[src/rtl/apb_cmd_master.sv]
// APB4 requester: converts single-word commands into APB transfers, one in flight,
// and returns read data / slave error / bus-hang timeout on a response handshake.
module apb_cmd_master #(
    parameter int unsigned ADDR_W      = 16,
    parameter int unsigned DATA_W      = 32,
    parameter int unsigned TIMEOUT_CYC = 256
) (
    input  logic                  sys_clk,
    input  logic                  rst,
    // command side
    input  logic                  cmd_valid,
    output logic                  cmd_ready,
    input  logic [ADDR_W-1:0]     cmd_addr,
    input  logic                  cmd_write,
    input  logic [DATA_W-1:0]     cmd_wdata,
    input  logic [DATA_W/8-1:0]   cmd_strb,
    // response side
    output logic                  rsp_valid,
    input  logic                  rsp_ready,
    output logic [DATA_W-1:0]     rsp_rdata,
    output logic                  rsp_err,
    output logic                  rsp_timeout,
    // APB requester
    output logic [ADDR_W-1:0]     paddr,
    output logic                  psel,
    output logic                  penable,
    output logic                  pwrite,
    output logic [DATA_W-1:0]     pwdata,
    output logic [DATA_W/8-1:0]   pstrb,
    output logic [2:0]            pprot,
    input  logic [DATA_W-1:0]     prdata,
    input  logic                  pready,
    input  logic                  pslverr
);

    localparam int unsigned STRB_W  = DATA_W / 8;
    // Counter is kept at least one bit wide so a disabled timeout still elaborates.
    localparam int unsigned CNT_W   = (TIMEOUT_CYC == 0) ? 1 : $clog2(TIMEOUT_CYC + 1);
    localparam int unsigned TO_LAST = (TIMEOUT_CYC == 0) ? 0 : TIMEOUT_CYC - 1;
    localparam logic [CNT_W-1:0] CNT_MAX = '1;

    localparam logic [1:0] ST_IDLE   = 2'd0;
    localparam logic [1:0] ST_SETUP  = 2'd1;
    localparam logic [1:0] ST_ACCESS = 2'd2;
    localparam logic [1:0] ST_RESP   = 2'd3;

    logic [1:0]        state,       state_nxt;
    logic [CNT_W-1:0]  cnt,         cnt_nxt;
    logic              cmd_ready_nxt;
    logic              rsp_valid_nxt;
    logic [DATA_W-1:0] rsp_rdata_nxt;
    logic              rsp_err_nxt;
    logic              rsp_timeout_nxt;
    logic [ADDR_W-1:0] paddr_nxt;
    logic              psel_nxt;
    logic              penable_nxt;
    logic              pwrite_nxt;
    logic [DATA_W-1:0] pwdata_nxt;
    logic [STRB_W-1:0] pstrb_nxt;

    // Protection attributes are not used by the CSR completers.
    assign pprot = 3'b000;

    // State register and registered outputs.
    always_ff @(posedge sys_clk) begin
        if (rst) begin
            state       <= ST_IDLE;
            cnt         <= '0;
            cmd_ready   <= 1'b0;
            rsp_valid   <= 1'b0;
            rsp_rdata   <= '0;
            rsp_err     <= 1'b0;
            rsp_timeout <= 1'b0;
            paddr       <= '0;
            psel        <= 1'b0;
            penable     <= 1'b0;
            pwrite      <= 1'b0;
            pwdata      <= '0;
            pstrb       <= '0;
        end else begin
            state       <= state_nxt;
            cnt         <= cnt_nxt;
            cmd_ready   <= cmd_ready_nxt;
            rsp_valid   <= rsp_valid_nxt;
            rsp_rdata   <= rsp_rdata_nxt;
            rsp_err     <= rsp_err_nxt;
            rsp_timeout <= rsp_timeout_nxt;
            paddr       <= paddr_nxt;
            psel        <= psel_nxt;
            penable     <= penable_nxt;
            pwrite      <= pwrite_nxt;
            pwdata      <= pwdata_nxt;
            pstrb       <= pstrb_nxt;
        end
    end

    // Next-state and next-output logic; every value holds unless a transition changes it.
    always_comb begin
        state_nxt       = state;
        cnt_nxt         = cnt;
        cmd_ready_nxt   = cmd_ready;
        rsp_valid_nxt   = rsp_valid;
        rsp_rdata_nxt   = rsp_rdata;
        rsp_err_nxt     = rsp_err;
        rsp_timeout_nxt = rsp_timeout;
        paddr_nxt       = paddr;
        psel_nxt        = psel;
        penable_nxt     = penable;
        pwrite_nxt      = pwrite;
        pwdata_nxt      = pwdata;
        pstrb_nxt       = pstrb;

        case (state)
            ST_IDLE: begin
                cmd_ready_nxt = 1'b1;
                // cmd_ready is qualified so the first post-reset cycle cannot accept.
                if (cmd_valid && cmd_ready) begin
                    state_nxt     = ST_SETUP;
                    cmd_ready_nxt = 1'b0;
                    cnt_nxt       = '0;
                    psel_nxt      = 1'b1;
                    penable_nxt   = 1'b0;
                    paddr_nxt     = cmd_addr;
                    pwrite_nxt    = cmd_write;
                    pwdata_nxt    = cmd_write ? cmd_wdata : '0;
                    pstrb_nxt     = cmd_write ? cmd_strb  : '0;
                end
            end

            ST_SETUP: begin
                state_nxt   = ST_ACCESS;
                penable_nxt = 1'b1;
            end

            ST_ACCESS: begin
                if (pready) begin
                    // Completion takes priority over a coincident timeout.
                    state_nxt       = ST_RESP;
                    rsp_valid_nxt   = 1'b1;
                    rsp_rdata_nxt   = pwrite ? '0 : prdata;
                    rsp_err_nxt     = pslverr;
                    rsp_timeout_nxt = 1'b0;
                    psel_nxt        = 1'b0;
                    penable_nxt     = 1'b0;
                    paddr_nxt       = '0;
                    pwrite_nxt      = 1'b0;
                    pwdata_nxt      = '0;
                    pstrb_nxt       = '0;
                end else begin
                    if (cnt != CNT_MAX) begin
                        cnt_nxt = cnt + CNT_W'(1);
                    end
                    if ((TIMEOUT_CYC != 0) && (cnt == CNT_W'(TO_LAST))) begin
                        state_nxt       = ST_RESP;
                        rsp_valid_nxt   = 1'b1;
                        rsp_rdata_nxt   = '0;
                        rsp_err_nxt     = 1'b1;
                        rsp_timeout_nxt = 1'b1;
                        psel_nxt        = 1'b0;
                        penable_nxt     = 1'b0;
                        paddr_nxt       = '0;
                        pwrite_nxt      = 1'b0;
                        pwdata_nxt      = '0;
                        pstrb_nxt       = '0;
                    end
                end
            end

            ST_RESP: begin
                if (rsp_ready) begin
                    state_nxt       = ST_IDLE;
                    cnt_nxt         = '0;
                    cmd_ready_nxt   = 1'b1;
                    rsp_valid_nxt   = 1'b0;
                    rsp_rdata_nxt   = '0;
                    rsp_err_nxt     = 1'b0;
                    rsp_timeout_nxt = 1'b0;
                end
            end

            default: begin
                state_nxt = ST_IDLE;
            end
        endcase
    end

endmodule

[config.mk]
export PLATFORM = sky130hd
export DESIGN_NAME = apb_cmd_master
export DESIGN_NICKNAME = d
export VERILOG_FILES = /design/src/rtl/apb_cmd_master.sv
export SDC_FILE = /design/constraint.sdc
export NUM_CORES = 1
export LEC_CHECK = 0
export CORE_MARGIN = 5
export CORE_UTILIZATION = 25
export DETAILED_ROUTE_END_ITERATION = 8
export PLACE_DENSITY = 0.6
export SLEW_MARGIN = 20
export SYNTH_ARGS = -nofsm -noshare
export SYNTH_HDL_FRONTEND = slang
export SYNTH_SLANG_ARGS = --single-unit
[constraint.sdc]
create_clock -name sys_clk -period 2.85 [get_ports sys_clk]
set_input_delay 0.285 -clock sys_clk [delete_from_list [all_inputs] [get_ports sys_clk]]
set_output_delay 0.285 -clock sys_clk [all_outputs]
set_load 0.05 [all_outputs]
# ---- Yosys cells after proc, flatten, opt, wreduce, memory -nomap -nowiden
# Cells that the tools add are included.
dict set report word_totals {
  input_bits 91
  reg_bits 102
}
dict set report op_classes {
  eq_ne 10
  n_reduce_logical 13
  mux 47
  n_addsub 1
}
# cell count
set ops {}
lappend ops {{$mux 32} 7}
lappend ops {{$pmux 32 s2} 2}
lappend ops {{$mux 16} 3}
lappend ops {{$mux 9} 4}
lappend ops {{$pmux 16 s2} 1}
lappend ops {{$pmux 9 s3} 1}
lappend ops {{$mux 4} 4}
lappend ops {{$mux 1} 12}
lappend ops {{$pmux 1 s2} 6}
lappend ops {{$reduce_and 3->1} 4}
lappend ops {{$add 9x1->9 const B} 1}
lappend ops {{$eq 9x8->1 const B} 1}
lappend ops {{$ne 9x9->1 const B} 1}
lappend ops {{$mux 2} 4}
lappend ops {{$ne 2x2->1 const B} 4}
lappend ops {{$pmux 2 s4} 1}
lappend ops {{$pmux 4 s2} 1}
lappend ops {{$reduce_bool 2->1} 3}
lappend ops {{$reduce_bool 3->1} 2}
lappend ops {{$reduce_and 5->1} 1}
lappend ops {{$eq 2x2->1 const B} 2}
lappend ops {{$ne 3x3->1 const B} 1}
lappend ops {{$pmux 1 s3} 1}
lappend ops {{$eq 2x1->1 const B} 1}
lappend ops {{3 further kinds} 3}

# ---- Depth between registers and ports, before layout
dict set report depth {
  ltp_word 4
  ltp_mapped 10
}

# ---- Worst setup path after synthesis
# OpenSTA, ideal clock, no wires.
dict set report synth_timing {
  path_type {reg2reg}
  startpoint {register cnt[2]}
  endpoint {register rsp_rdata[17]}
  path_buffers 3
  period_less_slack_ps 2226
  setup_ps 128
  path_stages_with_launch 11
  slack_ps 624
  t_required_ps 2722
  arrival_ps 2099
  path_cell_list {dfxtp_1 > clkbuf_1 > and4_1 > and4_1 > ha_1 > nor3b_2 > or3_1 > buf_4 > clkbuf_1 > a22oi_1 > nor2_1}
}
dict set report synth_via {
  elab_chain_len 3
}
# item line_no
set synth_rtl {}
lappend synth_rtl {{start, declared} 48} ;# logic [CNT_W-1:0] cnt, cnt_nxt;
lappend synth_rtl {{start signal, assigned} 82} ;# cnt <= cnt_nxt;
lappend synth_rtl {{$eq 9x8->1} 153} ;# if ((TIMEOUT_CYC != 0) && (cnt == CNT_W'(TO_LAST))) begin
lappend synth_rtl {{$ne 3x3->1 (no source line)} --}
lappend synth_rtl {{$reduce_and 3->1 (no source line)} --}
lappend synth_rtl {{end signal, assigned} 85} ;# rsp_rdata <= rsp_rdata_nxt;
lappend synth_rtl {{end, declared} 20} ;# output logic [DATA_W-1:0] rsp_rdata,
# Every way passes these cells.
# A chain may end at the register's enable or synchronous reset.

# ---- Worst setup path after layout
dict set report layout_timing {
  startpoint {register cnt[2]}
  endpoint {register pwdata[12]}
}
dict set report layout_via {
  elab_chain_len 3
}
# item line_no
set layout_rtl {}
lappend layout_rtl {{$eq 9x8->1} 153}
lappend layout_rtl {{$ne 3x3->1 (no source line)} --}
lappend layout_rtl {{$reduce_and 3->1 (no source line)} --}
lappend layout_rtl {{end signal, assigned} 92} ;# pwdata <= pwdata_nxt;
lappend layout_rtl {{end, declared} 28} ;# output logic [DATA_W-1:0] pwdata,
# Every way passes these cells.

==> run metrics <==
FF-to-FF Start cnt[2]; CTS tree yes; largest net degree at the start of global routing 50; net load switching power 0.00227 W; Crit Path Max Fanout 36; worst path arrival time 2.74 ns; clock-pin slew on the worst setup and hold paths 0.07 ns; vias in the first global route 3829; HPWL Detailed 8700 um; Final period util 88.1%; Total Routing Usage GR 13.3%; I/O Buffers 181; Final GP Congestion 0.777; wire length per cell 15.3 um; Hold Fails Final Rpt 0; Fmax 398 MHz; later-pin clock latency in the skew report 0.35 ns; Crit Path Class reg2reg; Die Y 134 um; Worst Max-Slew Pin Slew 0.692 ns; antenna-violating nets left 0; Initial Util 25.4%; cts repair resizes 0; Endpoint, Worst Hold rsp_valid; layout cells sized above 1 5.37%; crit end category flip-flop; Synth Instances 425; area leader, netlist dfxtp_1; number of enable flip-flop cells after synthesis 0; top post-synthesis cells by area dfxtp_1 (53%), a22oi_1 (13%), nor2_1 (7.9%); pwr/cell area 886 nW/um^2; 1st-iter DRT viols 185; number of synthesized register bits 102; Hold Path Stages 2; outcome complete, no violations; vias 3711; DIE WIDTH 134 um; Syn. warnings 0; row cnt 45; initial antenna violation count 0; vias per cell 4.73; Avg Cell Area, Syn 9.09 sq um; fin. max-slew vios 0; nets 690; Reg2Reg Depth 8; Synth async-reset ratio 0%; deepest clock path buffer count 2; n_diodes 0; CP Data Required Time 3.08 ns; sequential share of power 32.6%; post-CTS setup buffer count 0; Post-synth top flop dfxtp_1; synth unique cells 39; # DRC 0; setup TNS 0 ns; Max IR drop VDD 0.000375 V; GR Overflow Total 0; core box area 15200 sq um; Combinational Power Share 45.1%; hold crit path type in2reg; Clock Power Share 22.3%; relative slew slack 53.7%; area added between synthesis and finish 58.7%; capturing point of the worst reg2reg path pwdata[12]; Sw Share 41.7%; top-area cell type share of the netlist area 52.9%; Final setup violation count 0; Hold Path Origin rst; mapped cell area 3860 sq um; Seq/Total Area, Yosys 52.9%; H-tree depth 3; final WL 12000 um; CTS Hold Buffers Added 0; post-route cell area 6130 sq um; Placed Area 5830 sq um; clk root buf clkbuf_16; max_cap viols 0; First-pass DRT Iterations 4; clock buffer count from CTS 9; total die area 18000 sq um; Ports 185; RSZ-0062 raised after global routing false; Clock Skew 0.00679 ns; P_int 0.00316 W; first-pass GRT wire length 19500 um; type of origin of the critical path flip-flop; clock sinks 102; Leak 2.15 nW; reg2reg setup slack 0.34 ns; Final Critical Period 2.51 ns
==> routing by layer <==
metal	track usage, %	share of wire [%]
met1	15.5	42
met3	6.15	9.6
met2	21.2	46
met4	5.43	1.9
met5	0	0
==> worst max-delay path by stage <==
stage / from / end / slack, ns / cells past startpoint
3_5_place_dp: cnt[2] / paddr[14] / 0.34 / 7
6_report: cnt[2] / pwdata[12] / 0.34 / 8
4_1_cts: cnt[2] / paddr[14] / 0.30 / 7
3_3_place_gp: cnt[2] / pstrb[3] / 0.44 / 8
2_1_floorplan: cnt[2] / rsp_rdata[17] / 0.62 / 10
5_1_grt: cnt[2] / pstrb[3] / 0.16 / 8
==> cells in the mapped netlist (2+ instances only) <==
library cell and n:
or3_1 8, ha_1 8, inv_1 6, buf_4 4, mux2i_1 2, nand4b_1 2
nor3_1 6, nand4_1 3, a31oi_1 2, a21oi_1 29, o21ai_0 4, buf_2 14
dfxtp_1 102, nor2_1 81, nor3b_2 2, nand3_1 21, clkbuf_1 17, and4_1 2
a22oi_1 68, nand2_1 25
==> critical path, stage by stage (launching register included) <==
cell	delay (ns)
dfxtp_1	0.46
and4_1	0.28
and4_1	0.24
ha_1	0.17
nor3b_2	0.08
or3_2	0.65
buf_12	0.26
a22oi_1	0.16
nor2_1	0.07
==> cell families (layout without fill, tap and decap cells) <==
group,count (synthesis),after routing,synth area share (%)
adder cells (fa/ha/maj),8,8,2.59
other,1,3,0.0971
AND/OR/NAND/NOR,158,158,19.0
AO/OA/AOI/OAI,112,112,19.8
multiplexers,2,2,0.518
buffers and inverters,42,211,5.12
flip-flops,102,102,52.9
==> power groups by stage <==
stage / clock network, W / logic [W] / registers, W
after CTS: 0.00126 / 0.00247 / 0.00177
final: 0.00121 / 0.00245 / 0.00177
after floorplan: 0 / 0.000956 / 0.00248
after detailed placement: 0 / 0.00246 / 0.00180
after global routing: 0.00132 / 0.00263 / 0.00180
after global placement: 0 / 0.00240 / 0.00179
==> metrics by stage <==
step	util, %	hold WS [ns]	std cells	power (W)	worst slack [ns]
6_report	40.3	0.388	784	0.00543	0.339
5_1_grt	40.3	0.417	784	0.00576	0.162
4_1_cts	40.3	0.384	784	0.00550	0.304
3_5_place_dp	38.3	0.446	768	0.00426	0.340
3_3_place_gp	38.3	0.440	768	0.00420	0.441
2_1_floorplan	-	0.444	427	0.00343	0.624
==> layout make-up <==
cell class	instances	area (sq um)
clock buffer	11	233
clock inverter	5	60.1
fill	1464	9080
inverter	6	22.5
multi-input combinational	283	1650
sequential	102	2040
tap	188	235
timing repair buffer	189	1880
==> flip-flops by register name, indices dropped and copies added, names as in the netlist <==
name / cells
cmd_ready: 1
cnt: 9
paddr: 16
penable: 1
psel: 1
pstrb: 4
pwdata: 32
pwrite: 1
rsp_err: 1
rsp_rdata: 32
rsp_timeout: 1
rsp_valid: 1
state: 2
==> cell usage in the layout (no fill, tap or decap), types with 2 or more instances in the layout <==
| cell | instances |
|---|---|
| a21oi_1 | 29 |
| nor3_1 | 6 |
| clkdlybuf4s50_1 | 180 |
| clkbuf_16 | 9 |
| clkbuf_1 | 2 |
| a31oi_1 | 2 |
| nand3_1 | 21 |
| buf_4 | 8 |
| conb_1 | 3 |
| nand4b_1 | 2 |
| o21ai_0 | 4 |
| inv_1 | 6 |
| nand4_1 | 3 |
| or3_1 | 7 |
| dfxtp_1 | 102 |
| clkinv_4 | 2 |
| ha_1 | 8 |
| mux2i_1 | 2 |
| nor2_1 | 81 |
| nand2_1 | 25 |
| a22oi_1 | 68 |
| and4_1 | 2 |
No activity file was read; power rests on OpenSTA's default activity.
